===== src/rtl/ibex_fetch_req_ctrl.sv =====
// rtl/ibex_fetch_req_ctrl.sv - instruction-bus request controller feeding the fetch FIFO
//
// Issues word requests on the instruction bus, tracks up to two outstanding
// requests, tags each response with its fetch address and per-halfword
// exception bits, and drops responses to requests issued before a redirect.
//
// Ports:
//   clk_i, rst_i                  clock, synchronous active-high reset
//   req_i                         fetch enable
//   branch_i, branch_addr_i       single-cycle redirect and its target
//   pcc_base_i, pcc_top_i         fetch bounds [base, top)
//   instr_req_o, instr_addr_o     bus request and word-aligned address
//   instr_gnt_i                   bus grant
//   instr_rvalid_i, instr_rdata_i, instr_err_i   bus response
//   fifo_ready_i                  FIFO has room for two more words
//   fifo_valid_o, fifo_addr_o, fifo_rdata_o, fifo_exc_o   FIFO write port
//   fifo_clear_o                  FIFO flush on redirect
//   busy_o                        request pending or response outstanding

`ifndef EXCEPTION_SIZE
`define EXCEPTION_SIZE 2
`endif

module ibex_fetch_req_ctrl #(
    parameter int unsigned EXC_W      = `EXCEPTION_SIZE,
    parameter logic [31:0] RESET_ADDR = 32'h0000_0000
) (
    input  logic                  clk_i,
    input  logic                  rst_i,
    input  logic                  req_i,
    input  logic                  branch_i,
    input  logic [31:0]           branch_addr_i,
    input  logic [31:0]           pcc_base_i,
    input  logic [31:0]           pcc_top_i,
    output logic                  instr_req_o,
    output logic [31:0]           instr_addr_o,
    input  logic                  instr_gnt_i,
    input  logic                  instr_rvalid_i,
    input  logic [31:0]           instr_rdata_i,
    input  logic                  instr_err_i,
    input  logic                  fifo_ready_i,
    output logic                  fifo_valid_o,
    output logic [31:0]           fifo_addr_o,
    output logic [31:0]           fifo_rdata_o,
    output logic [1:0][EXC_W-1:0] fifo_exc_o,
    output logic                  fifo_clear_o,
    output logic                  busy_o
);

    typedef enum logic {
        IDLE = 1'b0,
        REQ  = 1'b1
    } state_e;

    state_e      state_q, state_d;
    logic [31:0] fetch_addr_q, fetch_addr_d;
    logic [31:0] req_addr_q, req_addr_d;
    logic        stale_q, stale_d;
    logic [1:0]  outstanding_q, outstanding_d;
    logic [1:0]  discard_cnt_q, discard_cnt_d;

    // Two-entry response tag queue; entry 0 is the head.
    logic [31:0] tag_addr_q [2];
    logic [31:0] tag_addr_d [2];
    logic [1:0]  tag_lo_q, tag_lo_d;
    logic [1:0]  tag_hi_q, tag_hi_d;

    logic        gnt_fire;
    logic        rvalid_fire;
    logic        issue_ok;
    logic [31:0] req_word;
    logic [32:0] req_word_p2;
    logic        lo_oob;
    logic        hi_oob;
    logic        wr_idx;

    assign gnt_fire    = (state_q == REQ) && instr_gnt_i;
    // A response with nothing outstanding (e.g. left over from before a reset)
    // is ignored everywhere.
    assign rvalid_fire = instr_rvalid_i && (outstanding_q != 2'd0);

    always_comb begin
        outstanding_d = outstanding_q;
        if (gnt_fire && !rvalid_fire) begin
            outstanding_d = outstanding_q + 2'd1;
        end else if (!gnt_fire && rvalid_fire) begin
            outstanding_d = outstanding_q - 2'd1;
        end
    end

    // Using the post-grant count keeps outstanding at or below two.
    assign issue_ok = req_i && fifo_ready_i && (outstanding_d < 2'd2) && !branch_i;

    // Bounds of the word being requested, captured into the queue at grant.
    assign req_word    = {req_addr_q[31:2], 2'b00};
    assign req_word_p2 = {1'b0, req_word} + 33'd2;
    assign lo_oob      = (req_word < pcc_base_i) || (req_word >= pcc_top_i);
    assign hi_oob      = (req_word_p2 < {1'b0, pcc_base_i}) || (req_word_p2 >= {1'b0, pcc_top_i});

    always_comb begin
        state_d      = state_q;
        fetch_addr_d = fetch_addr_q;
        req_addr_d   = req_addr_q;
        stale_d      = stale_q;

        if (branch_i) begin
            fetch_addr_d = branch_addr_i;
        end else if (gnt_fire && !stale_q) begin
            // Sequential fetch drops the halfword offset of a branch target.
            fetch_addr_d = {fetch_addr_q[31:2] + 30'd1, 2'b00};
        end

        case (state_q)
            IDLE: begin
                if (issue_ok) begin
                    state_d    = REQ;
                    req_addr_d = fetch_addr_q;
                    stale_d    = 1'b0;
                end
            end
            REQ: begin
                if (instr_gnt_i) begin
                    stale_d = 1'b0;
                    if (issue_ok) begin
                        // After a stale grant fetch_addr_d is the branch target.
                        req_addr_d = fetch_addr_d;
                    end else begin
                        state_d = IDLE;
                    end
                end else if (branch_i) begin
                    // An ungranted request is never retargeted; it is marked
                    // so that its response gets discarded.
                    stale_d = 1'b1;
                end
            end
            default: state_d = IDLE;
        endcase
    end

    always_comb begin
        discard_cnt_d = discard_cnt_q;
        if (branch_i) begin
            // Everything in flight after this cycle predates the redirect,
            // including a request granted in the branch cycle itself.
            discard_cnt_d = outstanding_d;
        end else begin
            if (rvalid_fire && (discard_cnt_q != 2'd0)) begin
                discard_cnt_d = discard_cnt_d - 2'd1;
            end
            if (gnt_fire && stale_q) begin
                discard_cnt_d = discard_cnt_d + 2'd1;
            end
        end
    end

    // Slot written on grant: behind the surviving entries after any pop.
    assign wr_idx = (outstanding_q == 2'd1) && !rvalid_fire;

    always_comb begin
        tag_addr_d[0] = tag_addr_q[0];
        tag_addr_d[1] = tag_addr_q[1];
        tag_lo_d      = tag_lo_q;
        tag_hi_d      = tag_hi_q;
        if (rvalid_fire) begin
            tag_addr_d[0] = tag_addr_q[1];
            tag_lo_d[0]   = tag_lo_q[1];
            tag_hi_d[0]   = tag_hi_q[1];
        end
        if (gnt_fire) begin
            tag_addr_d[wr_idx] = req_addr_q;
            tag_lo_d[wr_idx]   = lo_oob;
            tag_hi_d[wr_idx]   = hi_oob;
        end
    end

    always_ff @(posedge clk_i) begin
        if (rst_i) begin
            state_q       <= IDLE;
            fetch_addr_q  <= RESET_ADDR;
            req_addr_q    <= RESET_ADDR;
            stale_q       <= 1'b0;
            outstanding_q <= 2'd0;
            discard_cnt_q <= 2'd0;
            tag_addr_q[0] <= 32'h0;
            tag_addr_q[1] <= 32'h0;
            tag_lo_q      <= 2'b00;
            tag_hi_q      <= 2'b00;
        end else begin
            state_q       <= state_d;
            fetch_addr_q  <= fetch_addr_d;
            req_addr_q    <= req_addr_d;
            stale_q       <= stale_d;
            outstanding_q <= outstanding_d;
            discard_cnt_q <= discard_cnt_d;
            tag_addr_q[0] <= tag_addr_d[0];
            tag_addr_q[1] <= tag_addr_d[1];
            tag_lo_q      <= tag_lo_d;
            tag_hi_q      <= tag_hi_d;
        end
    end

    always_comb begin
        fifo_exc_o       = '0;
        fifo_exc_o[0][0] = instr_err_i;
        fifo_exc_o[1][0] = instr_err_i;
        fifo_exc_o[0][1] = tag_lo_q[0];
        fifo_exc_o[1][1] = tag_hi_q[0];
    end

    assign instr_req_o  = (state_q == REQ);
    assign instr_addr_o = {req_addr_q[31:2], 2'b00};
    assign fifo_valid_o = rvalid_fire && (discard_cnt_q == 2'd0) && !branch_i;
    assign fifo_addr_o  = tag_addr_q[0];
    assign fifo_rdata_o = instr_rdata_i;
    assign fifo_clear_o = branch_i;
    assign busy_o       = instr_req_o || (outstanding_q != 2'd0);

endmodule

===== config.mk =====
export PLATFORM = sky130hd
export DESIGN_NAME = ibex_fetch_req_ctrl
export DESIGN_NICKNAME = d
export VERILOG_FILES = /design/src/rtl/ibex_fetch_req_ctrl.sv
export SDC_FILE = /design/constraint.sdc
export NUM_CORES = 1
export LEC_CHECK = 0
export CAP_MARGIN = 20
export CORE_MARGIN = 1.5
export CORE_UTILIZATION = 39
export DETAILED_ROUTE_END_ITERATION = 12
export HOLD_SLACK_MARGIN = 0.08
export MAX_ROUTING_LAYER = met4
export PLACE_DENSITY = 0.72
export RECOVER_POWER = 50
export SYNTH_ARGS = -nofsm -noshare
export SYNTH_HDL_FRONTEND = slang
export SYNTH_SLANG_ARGS = --single-unit
export TNS_END_PERCENT = 5

===== constraint.sdc =====
create_clock -name clk_i -period 5.8 [get_ports clk_i]
set_input_delay 0.58 -clock clk_i [delete_from_list [all_inputs] [get_ports clk_i]]
set_output_delay 0.58 -clock clk_i [all_outputs]
set_load 0.005 [all_outputs]

==> run metrics, run 1 <==
number of synthesized flops with an enable pin 0; DRT iter0 DRCs 592; global route overflow 0; final wirelength 24600 um; top_reg_cell synth dfxtp_1; CP Class reg -> reg; CP max stage cell clkbuf_1; Setup TNS Final 0 ps; initial core utilization 0.397; Via density 5.44; first drt pass iteration count 6; outcome complete, but fails checks; Finished Layout Cells 1461; largest net degree at the start of global routing 105; grt peak-use layer met2; worst-path maximum fanout 66; post-place setup slack 2170 ps; Syn Inst Count 1128; R2R depth 9; Routed Antenna Nets 0; register area share after synthesis 0.307; cell taking the most area after synthesis dfxtp_1; number of global-route vias before repair slightly above 7000; Worst slew margin -0.813; die width 155 um; Synth-to-Final Area Change 17.8%; DP Cell Count 1428; critical path's largest stage delay between 1500 and 2000 ps; total power after layout ~3 mW; input/output buffers 170; HP Class reg -> reg; worst vdd ir 0.191 mV; Root Buffer clkbuf_16; clk sinks 138; FFs w/ async S/R, synth 0; Hold Crit Depth 2; count leader, synth dfxtp_1; Fin Hold WS 453 ps; post-synthesis cell type count a little over 70; Inserted Clock Buffers 17; r2r startpoint outstanding_q[1]; final worst setup slack 1600 ps; first-pass GRT wire length 38700 um; Longest Clk Path Bufs 2; CTS tree done; post-cts sizing count 0; pwr/cell area approximately 280 nW/um^2; drt drc 0; RSZ-0062 raised after global routing false; yosys warns 0; Reg clk slew, reported paths 60 ps; R2R Path End tag_addr_q[0][21]; met1 Resource Use GR 0.289; aggregate global-route resource usage 0.211; Syn Area/Cell 7.98 um^2; # fillers roughly 2200; Leak about 4.6 nW; cts hold-fix bufs 0; register-to-register setup slack 1600 ps; Yosys top cell area share 0.307; Final GP Congestion 0.904; Top-Level Pins 240; Syn Std Cell Area 9000 um^2; max-cap violation count 1; critical path data arrival time ~4500 ps; Die Area 24000 um^2; Post-CTS Setup Bufs 0; CP Data Required Time 6130 ps; nets@finish 1362; min cycle time layout 4200 ps; Core Region 22600 um^2; Core Rows 55; worst-margin pin slew 2720 ps; CP endpoint kind register; WL/cell 16.8 um; met2 usage 0.316; hold path startpoint tag_addr_q[0][42]; M3 GR Usage 0.0404; clk_lat worst skew roughly 430 ps; Die Span Y 155 um; Final Skew approximately 8.6 ps; Cell Chain, Critical Path inv_1 -> ha_1 -> nand2b_2 -> clkbuf_1 -> nand2_1 -> nand2_2 -> buf_4 -> nor2_1 -> a211oi_1; final hold violation count 0; via count 7942; CP Launch Type register; share of layout cells above drive strength 1 0.0485; f_max 238 MHz; period utilization 0.724; Final setup violation count 0; violated checks max-capacitance violations, max-slew violations; Worst Hold Path EP tag_addr_q[0][42]; Max Slew Vio Count 38; Commonest cells post-synth dfxtp_1 (138), nand2_1 (132), nor2_1 (113); Seq cells post-synth 138; dpl hpwl between 15000 and 20000 um; initial antenna violation count 1; H-Tree Depth 4; top cells by area, synth dfxtp_1 (31%), ha_1 (8.9%), buf_4 (8.6%), nand2_1 (5.5%), a211oi_1 (5.3%)
[cell usage in the layout (no fill, tap or decap), types with 6 or more instances in the layout]
| cell | netlist | layout |
|---|---|---|
| a31oi_1 | 6 | 6 |
| inv_1 | 78 | 78 |
| buf_4 | 103 | 7 |
| and3_1 | 7 | 7 |
| o211ai_1 | 10 | 10 |
| dlygate4sd3_1 | 0 | 66 |
| nand4_1 | 19 | 19 |
| ha_1 | 64 | 64 |
| xnor2_1 | 21 | 21 |
| clkdlybuf4s50_1 | 0 | 102 |
| nor2_1 | 113 | 112 |
| xor2_1 | 8 | 8 |
| a21oi_1 | 76 | 76 |
| nor4_1 | 10 | 10 |
| a221oi_1 | 7 | 7 |
| o21ai_0 | 27 | 27 |
| nand3_1 | 28 | 28 |
| a211oi_1 | 63 | 63 |
| nand2_1 | 132 | 131 |
| dfxtp_1 | 138 | 138 |
| clkbuf_16 | 0 | 17 |
| and2_1 | 9 | 6 |
| nor3_1 | 17 | 17 |
| mux2i_1 | 43 | 44 |
[cell type report]
type | count | area (um^2) | area share
multi-input cells | 748 | 4840 | 0.456
flip-flops and latches | 138 | 2760 | 0.261
repair buffers | 179 | 1750 | 0.165
clock buffers | 17 | 425 | 0.0401
well taps | 285 | 357 | 0.0336
inverters | 78 | 293 | 0.0276
clock inverters | 15 | 175 | 0.0165
diodes | 1 | 2.50 | 0.000236
[critical path: cells and delay by family, from the launching register on]
kind	cells	cell delay [ps]
buffers and inverters	3	2530
AND/OR/NAND/NOR	4	740
flip-flops	1	330
AO/OA/AOI/OAI	1	260
adder cells (fa/ha/maj)	1	180
[power by group]
part	switching, mW	internal (mW)
registers	0.0942	1.02
logic	0.385	0.369
clock network	0.437	0.676
total	0.915	2.06
[cells by family (layout without fill, tap and decap cells)]
logic type	Yosys count	in the layout	share of synthesized area
compound gates	239	239	0.177
buf+inv	243	289	0.154
flops	138	138	0.307
other cells	1	3	0.000417
simple gates	366	366	0.189
xor+xnor	29	29	0.0282
fa+ha+maj	66	66	0.0914
mux	46	46	0.0519
[flip-flops by register name, indices dropped and copies added, names as in the netlist]
name / cells
tag_addr_q: 64
fetch_addr_q: 32
req_addr_q: 32
discard_cnt_q: 2
outstanding_q: 2
tag_hi_q: 2
tag_lo_q: 2
instr_req_o: 1
stale_q: 1
[metrics by stage]
step / instance area [um^2] / util
after floorplan: 9000 / -
after global placement: 10000 / 0.443
after detailed placement: 10000 / 0.443
after CTS: 10600 / 0.470
after global routing: 10600 / 0.468
final: 10600 / 0.468
[worst max-delay path by stage]
stage,cells after the start,start,to
2_1_floorplan,7,instr_gnt_i,req_addr_q[23]
4_1_cts,4,instr_req_o,busy_o
3_5_place_dp,8,instr_gnt_i,req_addr_q[1]
3_3_place_gp,8,instr_gnt_i,req_addr_q[11]
5_1_grt,9,outstanding_q[1],tag_addr_q[0][21]
6_report,9,outstanding_q[1],tag_addr_q[0][21]
[layer usage]
layer / vias to the layer above / routed length [um] / share of wire
met1: 3686 / 11700 / 0.48
met5: - / 0 / 0
met4: 0 / 380 / 0.015
met2: 334 / 10900 / 0.44
li1: 3898 / - / -
met3: 24 / 1600 / 0.065
(Power assumes the default switching activity.)
==> inputs of run 2 (changes only) <==
==> constraint.sdc (replaced) <==
create_clock -name clk_i -period 3.9 [get_ports clk_i]
set_input_delay 0.39 -clock clk_i [delete_from_list [all_inputs] [get_ports clk_i]]
set_output_delay 0.39 -clock clk_i [all_outputs]
set_load 0.005 [all_outputs]
==> run metrics, run 2 (synthesized netlist as in run 1, its figures left out) <==
CP Class reg -> reg; Core Rows 55; # fillers approximately 2200; most frequent cells in the layout dfxtp_1 (138), nand2_1 (131), nor2_1 (112); worst-path maximum fanout 38; clk_lat worst skew ~440 ps; Longest Clk Path Bufs 2; initial antenna violation count 0; max reg flops 64; outcome finished, final reports clean; most common cell after layout, fill and taps aside dfxtp_1; Setup TNS Final 0 ps; Reg clk slew, reported paths about 70 ps; Die Span Y between 150 and 200 um; register area 2760 um^2; f_max 319 MHz; Routed Antenna Nets 0; final worst setup slack between 700 and 800 ps; nets@finish around 1400; share of layout cells above drive strength 1 0.0542; Root Buffer clkbuf_16; die width 155 um; aggregate global-route resource usage 0.216; final hold violation count 0; Die Area around 24000 um^2; Post-CTS Setup Bufs 0; input/output buffers 170; Leak 4.64 nW; drt drc 0; worst vdd ir about 0.3 mV; critical path data arrival time ~3500 ps; initial core utilization 0.397; Worst slew margin 0.144; Inserted Clock Buffers 17; Final Skew 16.5 ps; Final GP Congestion 0.920; post-place setup slack 780 ps; Max Slew Vio Count 0; CP endpoint kind register; period utilization 0.803; DRT iter0 DRCs ~630; via count 8058; Biggest register tag_addr_q; CTS tree done; Final setup violation count 0; Synth-to-Final Area Change 18.6%; HP Class in -> reg; largest net degree at the start of global routing 76; final wirelength approximately 25000 um; Core Region approximately 23000 um^2; worst-margin pin slew 1280 ps; post-cts sizing count 0; number of global-route vias before repair 7243; min cycle time layout 3130 ps; Ant. Diodes 0; H-Tree Depth 4; pwr/cell area 420 nW/um^2; cts hold-fix bufs 0; first drt pass iteration count 5; dpl hpwl 18200 um; Top-Level Pins 240; CP Launch Type register; area of the multi-input gates 4840 um^2; CP Data Required Time between 4000 and 5000 ps; max-cap violation count 0; top flop regs tag_addr_q: 64 flops, fetch_addr_q: 32 flops, req_addr_q: 32 flops; RSZ-0062 raised after global routing false; clk sinks 138; Via density 5.50; WL/cell 17.2 um; global route overflow 0; first-pass GRT wire length a little under 40000 um
-- run 2: routing by layer --
layer  GRT usage  vias to the layer above  wire length, um
met5           -                        -                0
met4      0.0659                        0              505
met3      0.0460                       38             1840
met2       0.325                      317            11400
met1       0.289                     3781            11500
li1            -                     3922                -
-- run 2: cell type report --
| type | count | area share |
|---|---|---|
| Clock inverter | 15 | 0.0179 |
| Timing Repair Buffer | 185 | 0.169 |
| Tap cell | 285 | 0.0334 |
| Multi-Input combinational cell | 748 | 0.453 |
| Clock buffer | 17 | 0.0399 |
| Inverter | 78 | 0.0274 |
| Sequential cell | 138 | 0.259 |
-- run 2: power breakdown --
| part | switching [mW] | internal, mW | leakage (nW) | total (mW) |
|---|---|---|---|---|
| sequential | 0.145 | 1.51 | 1.12 | 1.66 |
| clock | 0.688 | 1.02 | 0.290 | 1.71 |
| combinational | 0.576 | 0.544 | 3.23 | 1.12 |
-- run 2: per-stage QoR --
step / utilization / hold WS, ps / cells / area (um^2) / total power, mW
6_report: 0.471 / 435 / 1466 / 10700 / 4.49
5_1_grt: 0.471 / 479 / 1466 / 10700 / 4.70
4_1_cts: 0.473 / 435 / 1466 / 10700 / 4.53
3_5_place_dp: 0.446 / 446 / 1434 / 10100 / 2.83
3_3_place_gp: 0.446 / 441 / 1434 / 10100 / 2.80
2_1_floorplan: - / 436 / 1129 / 9000 / 2.46
-- run 2: worst max-delay path, cell delays in order (launching register included) --
cell      delay, ps
dfxtp_1         320
inv_1            80
ha_1            180
nand2b_2        140
clkbuf_2        930
nand2_1         240
nand2_2         520
buf_12          280
nor2_1           70
a211oi_1        240
-- run 2: path summary, 6_finish.rpt --
check	start	to	slack, ps	depth (start not counted)
max reg2reg	outstanding_q[0]	tag_addr_q[0][17]	770	9
max	outstanding_q[0]	tag_addr_q[0][17]	770	9
min reg2reg	tag_addr_q[0][35]	tag_addr_q[0][35]	460	2
min	rst_i	fetch_addr_q[20]	440	2
